## config.mk

```make
export PLATFORM = sky130hd
export DESIGN_NAME = axi_wr_arbiter_2to1_flat
export DESIGN_NICKNAME = d
export VERILOG_FILES = /design/src/rtl/axi_ic_pkg.sv /design/src/rtl/axi_wr_arbiter_2to1_if.sv /design/src/rtl/axi_wr_arbiter_2to1_rr_arb2.sv /design/src/rtl/axi_wr_arbiter_2to1.sv /design/src/flat_wrapper.sv
export SDC_FILE = /design/constraint.sdc
export NUM_CORES = 1
export LEC_CHECK = 0
export ABC_AREA = 0
export CORE_AREA = 4 4 108 110
export DETAILED_ROUTE_END_ITERATION = 16
export DIE_AREA = 0 0 112 114
export HOLD_SLACK_MARGIN = 0.02
export PLACE_DENSITY = 0.68
export SLEW_MARGIN = 20
export SYNTH_ARGS = -nofsm -noshare
export SYNTH_HDL_FRONTEND = slang
export SYNTH_SLANG_ARGS = --single-unit
export TNS_END_PERCENT = 50
```

## constraint.sdc

```tcl
create_clock -name CLK -period 4.2 [get_ports CLK]
set_clock_uncertainty 0.2 [all_clocks]
set_input_delay 0.63 -clock CLK [delete_from_list [all_inputs] [get_ports CLK]]
set_output_delay 0.63 -clock CLK [all_outputs]
set_load 0.05 [all_outputs]
```

## src/rtl/axi_ic_pkg.sv

```systemverilog
// Shared interconnect types: write-arbiter FSM states, AXI burst and response codes.
package axi_ic_pkg;

  typedef enum logic [1:0] {
    ST_IDLE = 2'd0,
    ST_ADDR = 2'd1,
    ST_DATA = 2'd2,
    ST_RESP = 2'd3
  } wr_arb_state_e;

  typedef enum logic [1:0] {
    BURST_FIXED = 2'b00,
    BURST_INCR  = 2'b01,
    BURST_WRAP  = 2'b10
  } axi_burst_e;

  typedef enum logic [1:0] {
    RESP_OKAY   = 2'b00,
    RESP_EXOKAY = 2'b01,
    RESP_SLVERR = 2'b10,
    RESP_DECERR = 2'b11
  } axi_resp_e;

  // Beat counter saturates at zero so a surplus beat cannot wrap it back to 15.
  function automatic logic [3:0] beats_dec(input logic [3:0] b);
    return (b == 4'd0) ? 4'd0 : b - 4'd1;
  endfunction

endpackage

```

## src/rtl/axi_wr_arbiter_2to1_if.sv

```systemverilog
// AXI write-channel bundle (AW/W/B); master modport drives requests, slave modport answers.
interface axi_wr_arbiter_2to1_if #(
  parameter int DW = 32,
  parameter int AW = 32,
  parameter int IW = 4
) ();

  logic            awvalid;
  logic [AW-1:0]   awaddr;
  logic [2:0]      awsize;
  logic [3:0]      awlen;
  logic [1:0]      awburst;
  logic [IW-1:0]   awid;
  logic            awready;

  logic            wvalid;
  logic [DW-1:0]   wdata;
  logic [DW/8-1:0] wstrb;
  logic            wlast;
  logic            wready;

  logic            bvalid;
  logic [1:0]      bresp;
  logic [IW-1:0]   bid;
  logic            bready;

  modport master (
    output awvalid, awaddr, awsize, awlen, awburst, awid,
    output wvalid, wdata, wstrb, wlast,
    output bready,
    input  awready, wready, bvalid, bresp, bid
  );

  modport slave (
    input  awvalid, awaddr, awsize, awlen, awburst, awid,
    input  wvalid, wdata, wstrb, wlast,
    input  bready,
    output awready, wready, bvalid, bresp, bid
  );

endinterface

```

## src/rtl/axi_wr_arbiter_2to1_rr_arb2.sv

```systemverilog
// Combinational 2-way round-robin picker: on a tie the master that did not win last time wins.
module rr_arb2 (
  input  logic [1:0] req,
  input  logic       last,
  output logic       grant
);

  always_comb begin
    grant = 1'b0;
    if (req == 2'b11) grant = ~last;
    else              grant = req[1];
  end

endmodule

```

## src/rtl/axi_wr_arbiter_2to1.sv

```systemverilog
// 2:1 AXI write arbiter: one transaction in flight, W locked to the grant until WLAST,
// B routed by grant, sticky ERR on beat-count or BID mismatches.
module axi_wr_arbiter_2to1
  import axi_ic_pkg::*;
#(
  parameter int DW      = 32,
  parameter int AW      = 32,
  parameter int ID_SIZE = 4
) (
  input  logic                   CLK,
  input  logic                   RST,
  axi_wr_arbiter_2to1_if.slave   m0,
  axi_wr_arbiter_2to1_if.slave   m1,
  axi_wr_arbiter_2to1_if.master  s,
  output logic                   ERR
);

  wr_arb_state_e state_q, state_d;
  logic          grant_q, grant_d;
  logic          last_q, last_d;
  logic [3:0]    beats_left_q, beats_left_d;
  logic          err_q, err_d;

  logic          pick;
  logic          g_awvalid, g_wvalid, g_wlast, g_bready;
  logic          s_awvalid_c, s_wvalid_c, s_bready_c;
  logic          aw_ready_c, w_ready_c, b_valid_c;

  logic [AW-1:0]      awaddr_mux;
  logic [DW-1:0]      wdata_mux;
  logic [DW/8-1:0]    wstrb_mux;
  logic [ID_SIZE-1:0] awid_mux;

  rr_arb2 u_rr (
    .req   ({m1.awvalid, m0.awvalid}),
    .last  (last_q),
    .grant (pick)
  );

  assign g_awvalid  = grant_q ? m1.awvalid : m0.awvalid;
  assign g_wvalid   = grant_q ? m1.wvalid  : m0.wvalid;
  assign g_wlast    = grant_q ? m1.wlast   : m0.wlast;
  assign g_bready   = grant_q ? m1.bready  : m0.bready;
  assign awaddr_mux = grant_q ? m1.awaddr  : m0.awaddr;
  assign awid_mux   = grant_q ? m1.awid    : m0.awid;
  assign wdata_mux  = grant_q ? m1.wdata   : m0.wdata;
  assign wstrb_mux  = grant_q ? m1.wstrb   : m0.wstrb;

  always_comb begin
    state_d      = state_q;
    grant_d      = grant_q;
    last_d       = last_q;
    beats_left_d = beats_left_q;
    err_d        = err_q;
    s_awvalid_c  = 1'b0;
    s_wvalid_c   = 1'b0;
    s_bready_c   = 1'b0;
    aw_ready_c   = 1'b0;
    w_ready_c    = 1'b0;
    b_valid_c    = 1'b0;

    unique case (state_q)
      ST_IDLE: begin
        if (m0.awvalid || m1.awvalid) begin
          grant_d      = pick;
          beats_left_d = pick ? m1.awlen : m0.awlen;
          state_d      = ST_ADDR;
        end
      end
      ST_ADDR: begin
        s_awvalid_c = g_awvalid;
        aw_ready_c  = s.awready;
        if (g_awvalid && s.awready) state_d = ST_DATA;
      end
      ST_DATA: begin
        s_wvalid_c = g_wvalid;
        w_ready_c  = s.wready;
        if (g_wvalid && s.wready) begin
          // WLAST must coincide exactly with the final counted beat
          if (g_wlast != (beats_left_q == 4'd0)) err_d = 1'b1;
          beats_left_d = beats_dec(beats_left_q);
          if (g_wlast) state_d = ST_RESP;
        end
      end
      ST_RESP: begin
        b_valid_c  = s.bvalid;
        s_bready_c = g_bready;
        if (s.bvalid && (s.bid[ID_SIZE] != grant_q)) err_d = 1'b1;
        if (s.bvalid && g_bready) begin
          last_d  = grant_q;
          state_d = ST_IDLE;
        end
      end
      default: state_d = ST_IDLE;
    endcase
  end

  always_ff @(posedge CLK) begin
    if (RST) begin
      state_q      <= ST_IDLE;
      grant_q      <= 1'b0;
      last_q       <= 1'b1;
      beats_left_q <= 4'd0;
      err_q        <= 1'b0;
    end else begin
      state_q      <= state_d;
      grant_q      <= grant_d;
      last_q       <= last_d;
      beats_left_q <= beats_left_d;
      err_q        <= err_d;
    end
  end

  assign s.awvalid = s_awvalid_c;
  assign s.awaddr  = awaddr_mux;
  assign s.awsize  = grant_q ? m1.awsize  : m0.awsize;
  assign s.awlen   = grant_q ? m1.awlen   : m0.awlen;
  assign s.awburst = grant_q ? m1.awburst : m0.awburst;
  assign s.awid    = {grant_q, awid_mux};
  assign s.wvalid  = s_wvalid_c;
  assign s.wdata   = wdata_mux;
  assign s.wstrb   = wstrb_mux;
  assign s.wlast   = g_wlast;
  assign s.bready  = s_bready_c;

  assign m0.awready = aw_ready_c & ~grant_q;
  assign m1.awready = aw_ready_c &  grant_q;
  assign m0.wready  = w_ready_c  & ~grant_q;
  assign m1.wready  = w_ready_c  &  grant_q;
  assign m0.bvalid  = b_valid_c  & ~grant_q;
  assign m1.bvalid  = b_valid_c  &  grant_q;
  assign m0.bresp   = s.bresp;
  assign m1.bresp   = s.bresp;
  assign m0.bid     = s.bid[ID_SIZE-1:0];
  assign m1.bid     = s.bid[ID_SIZE-1:0];

  assign ERR = err_q;

endmodule

```

## src/flat_wrapper.sv

```systemverilog
// flat-port wrapper written by rule: the top's interface ports become plain ports
module axi_wr_arbiter_2to1_flat import axi_ic_pkg::*;
#(
  parameter int DW      = 32,
  parameter int AW      = 32,
  parameter int ID_SIZE = 4
)
  (CLK, RST, ERR, m0_awvalid, m0_awaddr, m0_awsize, m0_awlen, m0_awburst, m0_awid, m0_wvalid, m0_wdata, m0_wstrb, m0_wlast, m0_bready, m0_awready, m0_wready, m0_bvalid, m0_bresp, m0_bid, m1_awvalid, m1_awaddr, m1_awsize, m1_awlen, m1_awburst, m1_awid, m1_wvalid, m1_wdata, m1_wstrb, m1_wlast, m1_bready, m1_awready, m1_wready, m1_bvalid, m1_bresp, m1_bid, s_awvalid, s_awaddr, s_awsize, s_awlen, s_awburst, s_awid, s_wvalid, s_wdata, s_wstrb, s_wlast, s_bready, s_awready, s_wready, s_bvalid, s_bresp, s_bid);
  axi_wr_arbiter_2to1_if #(.DW(DW), .AW(AW), .IW(4)) m0_i ();
  axi_wr_arbiter_2to1_if #(.DW(DW), .AW(AW), .IW(4)) m1_i ();
  axi_wr_arbiter_2to1_if #(.DW(DW), .AW(AW), .IW(5)) s_i ();
  input  logic CLK;
  input  logic RST;
  output logic ERR;
  input wire logic [$bits(m0_i.awvalid)-1:0] m0_awvalid;
  input wire logic [$bits(m0_i.awaddr)-1:0] m0_awaddr;
  input wire logic [$bits(m0_i.awsize)-1:0] m0_awsize;
  input wire logic [$bits(m0_i.awlen)-1:0] m0_awlen;
  input wire logic [$bits(m0_i.awburst)-1:0] m0_awburst;
  input wire logic [$bits(m0_i.awid)-1:0] m0_awid;
  input wire logic [$bits(m0_i.wvalid)-1:0] m0_wvalid;
  input wire logic [$bits(m0_i.wdata)-1:0] m0_wdata;
  input wire logic [$bits(m0_i.wstrb)-1:0] m0_wstrb;
  input wire logic [$bits(m0_i.wlast)-1:0] m0_wlast;
  input wire logic [$bits(m0_i.bready)-1:0] m0_bready;
  output wire logic [$bits(m0_i.awready)-1:0] m0_awready;
  output wire logic [$bits(m0_i.wready)-1:0] m0_wready;
  output wire logic [$bits(m0_i.bvalid)-1:0] m0_bvalid;
  output wire logic [$bits(m0_i.bresp)-1:0] m0_bresp;
  output wire logic [$bits(m0_i.bid)-1:0] m0_bid;
  input wire logic [$bits(m1_i.awvalid)-1:0] m1_awvalid;
  input wire logic [$bits(m1_i.awaddr)-1:0] m1_awaddr;
  input wire logic [$bits(m1_i.awsize)-1:0] m1_awsize;
  input wire logic [$bits(m1_i.awlen)-1:0] m1_awlen;
  input wire logic [$bits(m1_i.awburst)-1:0] m1_awburst;
  input wire logic [$bits(m1_i.awid)-1:0] m1_awid;
  input wire logic [$bits(m1_i.wvalid)-1:0] m1_wvalid;
  input wire logic [$bits(m1_i.wdata)-1:0] m1_wdata;
  input wire logic [$bits(m1_i.wstrb)-1:0] m1_wstrb;
  input wire logic [$bits(m1_i.wlast)-1:0] m1_wlast;
  input wire logic [$bits(m1_i.bready)-1:0] m1_bready;
  output wire logic [$bits(m1_i.awready)-1:0] m1_awready;
  output wire logic [$bits(m1_i.wready)-1:0] m1_wready;
  output wire logic [$bits(m1_i.bvalid)-1:0] m1_bvalid;
  output wire logic [$bits(m1_i.bresp)-1:0] m1_bresp;
  output wire logic [$bits(m1_i.bid)-1:0] m1_bid;
  output wire logic [$bits(s_i.awvalid)-1:0] s_awvalid;
  output wire logic [$bits(s_i.awaddr)-1:0] s_awaddr;
  output wire logic [$bits(s_i.awsize)-1:0] s_awsize;
  output wire logic [$bits(s_i.awlen)-1:0] s_awlen;
  output wire logic [$bits(s_i.awburst)-1:0] s_awburst;
  output wire logic [$bits(s_i.awid)-1:0] s_awid;
  output wire logic [$bits(s_i.wvalid)-1:0] s_wvalid;
  output wire logic [$bits(s_i.wdata)-1:0] s_wdata;
  output wire logic [$bits(s_i.wstrb)-1:0] s_wstrb;
  output wire logic [$bits(s_i.wlast)-1:0] s_wlast;
  output wire logic [$bits(s_i.bready)-1:0] s_bready;
  input wire logic [$bits(s_i.awready)-1:0] s_awready;
  input wire logic [$bits(s_i.wready)-1:0] s_wready;
  input wire logic [$bits(s_i.bvalid)-1:0] s_bvalid;
  input wire logic [$bits(s_i.bresp)-1:0] s_bresp;
  input wire logic [$bits(s_i.bid)-1:0] s_bid;
  assign m0_i.awvalid = m0_awvalid;
  assign m0_i.awaddr = m0_awaddr;
  assign m0_i.awsize = m0_awsize;
  assign m0_i.awlen = m0_awlen;
  assign m0_i.awburst = m0_awburst;
  assign m0_i.awid = m0_awid;
  assign m0_i.wvalid = m0_wvalid;
  assign m0_i.wdata = m0_wdata;
  assign m0_i.wstrb = m0_wstrb;
  assign m0_i.wlast = m0_wlast;
  assign m0_i.bready = m0_bready;
  assign m0_awready = m0_i.awready;
  assign m0_wready = m0_i.wready;
  assign m0_bvalid = m0_i.bvalid;
  assign m0_bresp = m0_i.bresp;
  assign m0_bid = m0_i.bid;
  assign m1_i.awvalid = m1_awvalid;
  assign m1_i.awaddr = m1_awaddr;
  assign m1_i.awsize = m1_awsize;
  assign m1_i.awlen = m1_awlen;
  assign m1_i.awburst = m1_awburst;
  assign m1_i.awid = m1_awid;
  assign m1_i.wvalid = m1_wvalid;
  assign m1_i.wdata = m1_wdata;
  assign m1_i.wstrb = m1_wstrb;
  assign m1_i.wlast = m1_wlast;
  assign m1_i.bready = m1_bready;
  assign m1_awready = m1_i.awready;
  assign m1_wready = m1_i.wready;
  assign m1_bvalid = m1_i.bvalid;
  assign m1_bresp = m1_i.bresp;
  assign m1_bid = m1_i.bid;
  assign s_awvalid = s_i.awvalid;
  assign s_awaddr = s_i.awaddr;
  assign s_awsize = s_i.awsize;
  assign s_awlen = s_i.awlen;
  assign s_awburst = s_i.awburst;
  assign s_awid = s_i.awid;
  assign s_wvalid = s_i.wvalid;
  assign s_wdata = s_i.wdata;
  assign s_wstrb = s_i.wstrb;
  assign s_wlast = s_i.wlast;
  assign s_bready = s_i.bready;
  assign s_i.awready = s_awready;
  assign s_i.wready = s_wready;
  assign s_i.bvalid = s_bvalid;
  assign s_i.bresp = s_bresp;
  assign s_i.bid = s_bid;
  axi_wr_arbiter_2to1 #(.DW(DW), .AW(AW), .ID_SIZE(ID_SIZE)) u_core (.CLK(CLK), .RST(RST), .m0(m0_i), .m1(m1_i), .s(s_i), .ERR(ERR));
endmodule
```

Yosys cells after proc, flatten, opt, wreduce, memory -nomap -nowiden
Cells that the tools add are included.
{"block": "op_classes", "n_addsub": 1, "multipliers": 0, "div": 0, "magnitude_cmp": 0, "eq_ne": 13, "shift": 0, "muxes": 33, "bitwise": 8, "reduce_logical": 14}
{"op": "two-way mux 32 bit", "n": 2}
{"op": "two-way mux 4 bit", "n": 7}
{"op": "two-way mux 1 bit", "n": 14}
{"op": "inequality test 2 x 1 -> 1 bit (second input constant)", "n": 7}
{"op": "two-way mux 2 bit", "n": 6}
{"op": "case mux 2 bit (4 select lines)", "n": 1}
{"op": "case mux 4 bit (2 select lines)", "n": 1}
{"op": "bitwise AND 1 bit", "n": 6}
{"op": "equality test 2 bit (second input constant)", "n": 3}
{"op": "AND reduction 5 bit", "n": 1}
{"op": "logical AND 1 bit", "n": 4}
{"op": "zero test 4 bit", "n": 1}
{"op": "AND reduction 2 bit", "n": 2}
{"op": "AND reduction 4 bit", "n": 1}
{"op": "nonzero test 2 bit", "n": 2}
{"op": "subtractor 4 x 1 -> 4 bit (second input constant)", "n": 1}
{"op": "two-way mux 3 bit", "n": 1}
{"op": "AND reduction 3 bit", "n": 1}
{"op": "equality test 2 x 1 -> 1 bit (second input constant)", "n": 1}
{"op": "zero test 2 bit", "n": 1}
{"op": "inequality test 1 bit", "n": 2}
{"op": "inverter 1 bit", "n": 2}
{"op": "case mux 1 bit (2 select lines)", "n": 1}
{"op": "logical OR 1 bit", "n": 1}
{"block": "totals", "ff_bits": 9, "latch_bits": 0, "ram_bits": 0, "romBits": 0, "inputBits": 182, "mem_count": 0}

Logic depth before layout (Yosys ltp)
Gate-level depths: netlist of the first run.
{"block": "depth", "ltp_word": 5, "depth_mapped": 6, "depth_no_buf": 6}

By module
From an unflattened synthesis of the first run, not the netlist that was laid out.
{"block": "unflattened", "cells_unflattened": 205, "hier_area_um2": 1858.0}
{"mod": "axi_wr_arbiter_2to1", "instances": 1, "cells_each": 204, "area_per_inst_um2": 1846.8}
{"mod": "rr_arb2", "instances": 1, "cells_each": 1, "area_per_inst_um2": 11.3}

Worst setup path before layout of the first run
Ideal clock, no wire load.
{"block": "synth_path", "kind": "flip-flop to output port", "startpoint": "register u_core.state_q[0]", "endpoint": "output port m0_wready", "arrival_time_ns": 1.620, "t_required_ns": 3.370, "path_slack_ns": 1.750, "path_stages_with_launch": 6, "path_buffers": 1, "path_cell_list": "dfxtp_1 -> inv_1 -> ha_1 -> clkbuf_1 -> nand2_1 -> nor2_1"}
{"block": "synth_between", "elab_chain_cells": 3}
{"element": "start, declared", "line": "axi_wr_arbiter_2to1.sv:18", "source": "wr_arb_state_e state_q, state_d;"}
{"element": "start signal, assigned", "line": "axi_wr_arbiter_2to1.sv:106", "source": "state_q <= state_d;"}
{"element": "equality test 2 bit", "line": "axi_wr_arbiter_2to1.sv:62", "source": "unique case (state_q)"}
{"element": "two-way mux 1 bit", "line": "axi_wr_arbiter_2to1.sv:62"}
{"element": "bitwise AND 1 bit", "line": "axi_wr_arbiter_2to1.sv:128", "source": "assign m0.wready = w_ready_c & ~grant_q;"}
{"element": "end, declared", "line": "flat_wrapper.sv:27", "source": "output wire logic [$bits(m0_i.wready)-1:0] m0_wready;"}
No other way between the ends.

Final worst setup path of the first run
{"block": "layout_path", "startpoint": "register u_core.state_q[0]", "endpoint": "output port s_wvalid"}
{"block": "layout_between", "elab_chain_cells": 2}
{"element": "equality test 2 bit", "line": "axi_wr_arbiter_2to1.sv:62"}
{"element": "two-way mux 1 bit", "line": "axi_wr_arbiter_2to1.sv:62"}
{"element": "end, declared", "line": "flat_wrapper.sv:53", "source": "output wire logic [$bits(s_i.wvalid)-1:0] s_wvalid;"}
No other way between the ends.

==> results.txt, run 1 <==
----------------------------------------------------
[Pwr]
  IR drop worst, VDD ... 149.2 uV
  Leakage power ... 1.720 nW
  Overall Power ... 1.705 mW
  Power per Cell Area ... roughly 370 nW/um^2

[Synth]
  Mux share of post-synthesis cell area ... around 55%
  Synthesized area ... about 1800 um^2
  Synth Area in Compound Gates ... 10.56%
  Sequential area share after synthesis ... 9.809%
  Number of warnings issued by yosys ... 0
  Simple-gate portion of the synthesized area ... under 10%
  Net Count, Synth ... 389
  Main combinational cell family by area after synthesis ... multiplexers
  Number of synthesized flops with an enable pin ... 0
  Biggest area consumer among synthesized cells ... mux2_1
  Cells taking the most area after synthesis ... mux2_1 50%, dfxtp_1 9.8%, buf_4 5.7%
  Fraction of synthesis flops using an asynchronous set or reset pin ... 0%
  Adder-cell share of the synthesized area ... under 10%
  Number of instances in the synthesized netlist ... 202
  Post-synthesis register bit count ... 9
  Area fraction of the dominant cell type after synthesis ... 49.66%
  Synth Flop Type ... dfxtp_1
  Mean instance size in the synthesized netlist ... ~9.1 um^2
  Xor-xnor portion of the synthesized cell area ... 0.9537%
  Number of distinct library cell variants in the gate-level netlist after synthesis ... 38

[Drt]
  Post-route antenna net violation count ... 0
  Drt first pass iters ... 4
  Final wirelength ... 12,010 um
  Per-cell via count in the routed design ... 4.241
  Number of vias in the routed layout ... 2,515
  Residual DRC ... 0
  Detailed router's first-iteration violation count ... 137
  Routed wire per std cell ... between 20 and 25 um

[CTS]
  Max Root-Sink Buffers ... 2
  Clock tree from TritonCTS ... yes
  Number of buffers added by the clock tree synthesis step ... 3
  Clock transition at the registers of the reported paths ... 50 ps
  Setup repair bufs after CTS ... 0
  Clock root buffer ... clkbuf_8
  Number of sinks driven by the clock tree ... 9
  Clock latency on the worst-skew pair ... 240 ps
  H-tree depth ... 1
  Post-cts gate resize count ... 0
  Cts-stage hold buffer count ... 0

[Setup path]
  Nature of the critical path startpoint ... flip-flop
  Data arrival time at the worst-slack endpoint ... ~2400 ps
  Worst Setup Path Type ... reg2out
  Kind of capture point of the worst setup path ... output port
  Highest net fanout along the worst path ... 15
  WP data required ... 3370 ps

[Global routing]
  Global-route wire length before repair ... 16,860 um
  Antenna violations before repair ... 1
  Number of global-route vias before repair ... 2,780
  Pin count of the biggest net entering global routing ... 53
  Global routing usage summed across all routing layers ... 17.07%
  Congestion Overflow GR ... 0

[Finish]
  Most frequent standard cell in the layout excluding fill and tap cells ... clkdlybuf4s50_1
  Final core utilization ... 43.13%
  Most frequent cells in the layout ... 268 x clkdlybuf4s50_1, 81 x mux2_1, 9 x inv_1, 9 x mux2i_1, 9 x nor2_1
  Signed area change from the synthesized netlist to the final layout ... 151.2%
  Net total in the final layout ... 638
  Fill cells ... 1,033
  Fraction of layout instances using a drive strength above 1 ... under 10%

[Timing]
  Final setup fails ... 0
  Final critical-path required period ... 3261 ps
  Highest achievable clock rate ... 0.3066 GHz
  Final setup TNS ... 0 ps
  Final Max Slew Viols ... 0
  Slew Limit Headroom ... slightly above 60%
  Worst Tran Pin Value ... 593.5 ps
  RSZ-0062 raised after global routing ... false
  Fraction of the cycle the final worst path needs ... 77.65%
  Hold violation total from the final report ... 0

[Die]
  Std-Cell Rows ... 38
  Core box area ... 10,700 um^2
  Die area ... between 10,000 and 15,000 um^2
  Width of the die ... ~110 um
  Effective utilization at floorplan ... 17.17%
  Floorplan die height ... around 110 um
  Top-Level Pins ... roughly 290

[Placement]
  Port Buf Inserts ... 268
  Hpwl dp ... 10,300 um
  GPL Wtd Cong ... 0.8237

[Run]
  Max Cap Violations ... 0

[Outcome]
  Result of the run ... finished, final reports clean

[Worst hold path]
  Kind of path behind the tightest hold check ... reg2reg

----------------------------------------------------
-- layout make-up --
cell class / instances / area [um^2] / share of cell area [%]
Antenna cell: 3 / 7.507 / 0.1627
Clock buffer: 4 / 45.04 / 0.9761
Inverter: 10 / 37.54 / 0.8134
Multi-Input combinational cell: 157 / 1455 / 31.53
Sequential cell: 9 / 183.9 / 3.986
Tap cell: 140 / 175.2 / 3.796
Timing Repair Buffer: 270 / 2710 / 58.73
-- report_power, final --
| group | switching (mW) | leakage (nW) | internal, mW |
|---|---|---|---|
| combinational | 0.846 | 1.62 | 0.583 |
| clock | 0.0374 | 0.0228 | 0.0664 |
| sequential | 0.0508 | 0.0748 | 0.121 |
| total | 0.934 | 1.72 | 0.771 |
-- path summary, 6_finish.rpt --
check	from	end	slack (ps)	cells past startpoint
min	u_core.ERR	u_core.ERR	280	2
max reg2reg	u_core.state_q[0]	u_core.beats_left_q[3]	1890	6
min reg2reg	u_core.ERR	u_core.ERR	280	2
max	u_core.state_q[0]	s_wvalid	940	5
-- sequential cells by signal, summed over array words and instances, names as in the netlist --
| name | flops |
|---|---|
| u_core.ERR | 1 |
| u_core.beats_left_q | 4 |
| u_core.grant_q | 1 |
| u_core.last_q | 1 |
| u_core.state_q | 2 |
-- layer usage --
metal,global-route usage (%),part of all wire (%),vias to the layer above
met5,0,0.067,-
met4,1.282,0.42,2
met3,5.146,9.9,8
met2,29.02,48,135
met1,22.40,42,1144
li1,-,-,1226
-- through the flow --
stage	setup WS, ps	hold slack [ps]	area [um^2]	cells
after floorplan	1750	281.0	1837	202
after global placement	1050	286.2	4562	586
after detailed placement	1080	277.5	4562	586
after CTS	932.4	283.9	4607	590
after global routing	749.0	323.8	4607	590
final	938.8	279.3	4614	593
-- synthesized netlist by cell type (3+ instances only) --
cell and n:
a21oi_1 3, and3_1 3, buf_2 11, buf_4 14
dfxtp_1 9, ha_1 5, inv_1 9, mux2_1 81
mux2i_1 9, nand2_1 4, nand2b_1 4, nor2_1 9
nor2b_1 4, o21ai_0 4, o21ai_1 4
-- cell families after synthesis --
| family | after synthesis |
|---|---|
| xor+xnor | 2 |
| simple gates | 32 |
| mux | 91 |
| compound gates | 27 |
| buf+inv | 36 |
| flops | 9 |
| fa+ha+maj | 5 |
-- worst max-delay path, cell delays in order, from the launching register on --
cell and delay (ps):
dfxtp_1 340, inv_1 110, ha_1 480, inv_1 270, nor2_1 150, clkdlybuf4s50_1 840
Note: power is estimated with default switching activity, not from simulation.
==> run 2, diff against run 1 <==
CORE_AREA = 4 4 109 111   (was 4 4 108 110)
DIE_AREA = 0 0 113 115   (was 0 0 112 114)
PLACE_DENSITY = 0.67   (was 0.68)
clock period = 3.1 ns   (was 4.2 ns; I/O delays follow)
==> run 2 against run 1 <==
Against the previous run: hold slack better by 37 ps; first-iteration DRC count down 50%; cell count is the same; sequential share of layout area barely moved; non-clock buffer count grew 2; combinational power is 36% higher; via count grew 1.9%; core utilization down 0.33 points; total power rose by 36%.
==> results.txt, run 2 (same netlist as run 1, synthesis figures left out) <==
----------------------------------------------------
[Pwr]
  Overall Power ... 2.325 mW (was 1.705 mW)
  Net switching power ... 1.273 mW (was 0.9342 mW)
  Internal portion of total power ... 1.052 mW (was 0.7710 mW)
  Power per Cell Area ... 503.2 nW/um^2 (was 369.5 nW/um^2)
  Fraction of power consumed by sequential logic ... 10.2% (was 10.1%)
  IR drop worst, VDD ... 256.9 uV (was 149.2 uV)
  Comb pwr share ... 83.9% (was 83.8%)
  Leakage power ... 1.746 nW (was 1.720 nW)
  Switching part of the total power ... 54.74% (was 54.79%)
  Clk network pwr share ... 6.0% (was 6.1%)

[Placement]
  Hpwl dp ... 10,570 um (was 10,300 um)
  Post-placement setup slack ... 446.6 ps (was 1080 ps)
  DP Cell Count ... 588 (was 586)
  GPL Wtd Cong ... 0.9159 (was 0.8237)
  Port Buf Inserts ... 268 (unchanged)

[Finish]
  Final core utilization ... 42.80% (was 43.13%)
  Most frequent standard cell in the layout excluding fill and tap cells ... clkdlybuf4s50_1 (unchanged)
  Most frequent cells in the layout ... 261 x clkdlybuf4s50_1, 81 x mux2_1 (was 268 x clkdlybuf4s50_1, 81 x mux2_1, 9 x inv_1, 9 x mux2i_1, 9 x nor2_1)
  Largest registers ... u_core.beats_left_q: 4 flops, u_core.state_q: 2 flops (unchanged)
  Signed area change from the synthesized netlist to the final layout ... 151.5% (was 151.2%)
  Largest reg by FF count ... u_core.beats_left_q (unchanged)
  Fraction of layout instances using a drive strength above 1 ... 4.204% (was 2.222%)
  Post-Layout Cell Count ... 593 (unchanged)
  Net total in the final layout ... 640 (was 638)
  Number of flip-flops under the largest register name ... 4 (unchanged)

[Setup path]
  Highest-delay cell along the critical path ... clkdlybuf4s50_1 (unchanged)
  Nature of the critical path startpoint ... flip-flop (unchanged)
  Reg-to-Reg End ... u_core.state_q[1] (was u_core.beats_left_q[3])
  Worst Setup Path Type ... reg2out (unchanged)
  Kind of capture point of the worst setup path ... output port (unchanged)
  Minimum setup slack among reg-to-reg paths ... 880 ps (was 1890 ps)
  Data arrival time at the worst-slack endpoint ... 2200 ps (was 2430 ps)
  Gate family responsible for the most delay along the worst path ... buffers and inverters (unchanged)
  Chain of cells forming the critical path ... inv_1, ha_1, and3_1, clkdlybuf4s50_1 (was inv_1, ha_1, inv_1, nor2_1, clkdlybuf4s50_1)
  Reg2Reg Depth ... 6 (unchanged)
  Delay of the slowest cell on the worst path ... 800 ps (was 840 ps)
  CP Buf/Inv Count ... 2 (was 3)
  Highest net fanout along the worst path ... 15 (unchanged)
  Origin of the critical flop-to-flop path ... u_core.state_q[0] (unchanged)
  WP data required ... 2430 ps (was 3370 ps)

[Timing]
  Slew Limit Headroom ... 62.17% (was 60.31%)
  Highest achievable clock rate ... approximately 0.35 GHz
  Hold violation total from the final report ... 0 (unchanged)
  Final Max Slew Viols ... 0 (unchanged)
  Final worst-path setup slack ... 234.5 ps (was 938.8 ps)
  Final setup TNS ... 0 ps (unchanged)
  Final setup fails ... 0 (unchanged)
  RSZ-0062 raised after global routing ... false (unchanged)
  Fraction of the cycle the final worst path needs ... 92.44%
  Worst Tran Pin Value ... 565.7 ps (was 593.5 ps)
  Final critical-path required period ... 2866 ps

[Global routing]
  Antenna violations before repair ... 1 (unchanged)
  Global-route wire length before repair ... 17,070 um (was 16,860 um)
  Congestion Overflow GR ... 0 (unchanged)
  Pin count of the biggest net entering global routing ... 32 (was 53)
  Global routing usage summed across all routing layers ... 17.09% (was 17.07%)
  Number of global-route vias before repair ... 2,772 (was 2,780)

[Outcome]
  Result of the run ... finished, final reports clean (unchanged)

[Worst hold path]
  End point of the most critical hold path ... u_core.ERR (unchanged)
  Number of stages on the worst hold path ... 2 (unchanged)
  Worst Min Path Start ... u_core.ERR (unchanged)
  Kind of path behind the tightest hold check ... reg2reg (unchanged)

[Die]
  Die area ... 13,000 um^2 (was 12,770 um^2)
  Core box area ... 10,790 um^2 (was 10,700 um^2)
  Width of the die ... 113 um (was 112 um)
  Floorplan die height ... 115 um (was 114 um)
  Std-Cell Rows ... 38 (unchanged)
  Top-Level Pins ... 287 (unchanged)
  Effective utilization at floorplan ... 17.02% (was 17.17%)

[Drt]
  Post-route antenna net violation count ... 0 (unchanged)
  Drt first pass iters ... 4 (unchanged)
  Number of vias in the routed layout ... 2,562 (was 2,515)
  Final wirelength ... 12,060 um (was 12,010 um)
  Detailed router's first-iteration violation count ... 68 (was 137)
  Residual DRC ... 0 (unchanged)
  Per-cell via count in the routed design ... 4.320 (was 4.241)
  Routed wire per std cell ... 20.33 um (was 20.25 um)

[CTS]
  Clock latency on the worst-skew pair ... 230 ps (was 240 ps)
  Max Root-Sink Buffers ... 2 (unchanged)
  Number of sinks driven by the clock tree ... 9 (unchanged)
  Clock transition at the registers of the reported paths ... 50 ps (about the same)
  Setup repair bufs after CTS ... 0 (unchanged)
  Clock tree from TritonCTS ... yes (unchanged)
  Number of buffers added by the clock tree synthesis step ... 3 (unchanged)
  H-tree depth ... 1 (unchanged)
  Clock root buffer ... clkbuf_8 (unchanged)
  Cts-stage hold buffer count ... 0 (unchanged)
  Post-cts gate resize count ... 0 (unchanged)

[Run]
  Max Cap Violations ... 0 (unchanged)

----------------------------------------------------
[run 2: cell types whose count changed in the layout (fill, tap and decap cells not counted)]
cell             previous run  this run
buf_12                      1         2
clkdlybuf4s50_1           268       261
diode_2                     3         1
buf_4                       1         9
[run 2: area by class of cell]
cell class | instances | area (um^2)
fill | 1063 | 6173
timing repair buffer | 272 | 2720
multi-input combinational | 157 | 1455
sequential | 9 | 183.9
tap | 140 | 175.2
clock buffer | 4 | 45.04
inverter | 10 | 37.54
antenna | 1 | 2.502
[run 2: power by group through the flow]
stage          sequential (mW)  combinational (mW)  clock (mW)
2_1_floorplan            0.218                1.27           0
3_3_place_gp             0.232                1.95           0
3_5_place_dp             0.239                1.95           0
4_1_cts                  0.235                1.97       0.144
5_1_grt                  0.242                2.05       0.147
6_report                 0.236                1.95       0.138
[run 2: tightest hold or removal path, cell delays in order, from the launching register on]
cell and delay [ps]:
dfxtp_1 330, inv_1 60, o22ai_1 80
[run 2: how the worst max path moves through the flow]
stage                      start   endpoint  depth (start not counted)
5_1_grt        u_core.state_q[0]  m1_wready                          4
2_1_floorplan  u_core.state_q[0]  m0_wready                          5
3_5_place_dp            s_wready  m1_wready                          3
4_1_cts        u_core.state_q[0]  m1_wready                          4
3_3_place_gp            s_wready  m0_wready                          4
6_report       u_core.state_q[0]  m1_wready                          4
[run 2: routing by layer]
layer | routed length (um) | track usage, % | up-vias
met4 | 303 | 4.968 | 0
met3 | 1021 | 5.316 | 19
li1 | - | - | 1222
met5 | 0 | 0 | -
met1 | 4443 | 18.84 | 1200
met2 | 6289 | 31.52 | 121
[run 2: stage by stage]
step | hold slack, ps | area, um^2
global placement | 293.3 | 4572
detailed placement | 303.8 | 4572
finish | 316.5 | 4619
global route | 333.9 | 4619
floorplan | 281.0 | 1837
CTS | 311.2 | 4617
==> run 3, diff against run 2 <==
SLEW_MARGIN = unset   (was 20)
==> results of run 3 <==
Final layout, timing and power as in run 2 (identical DEF).
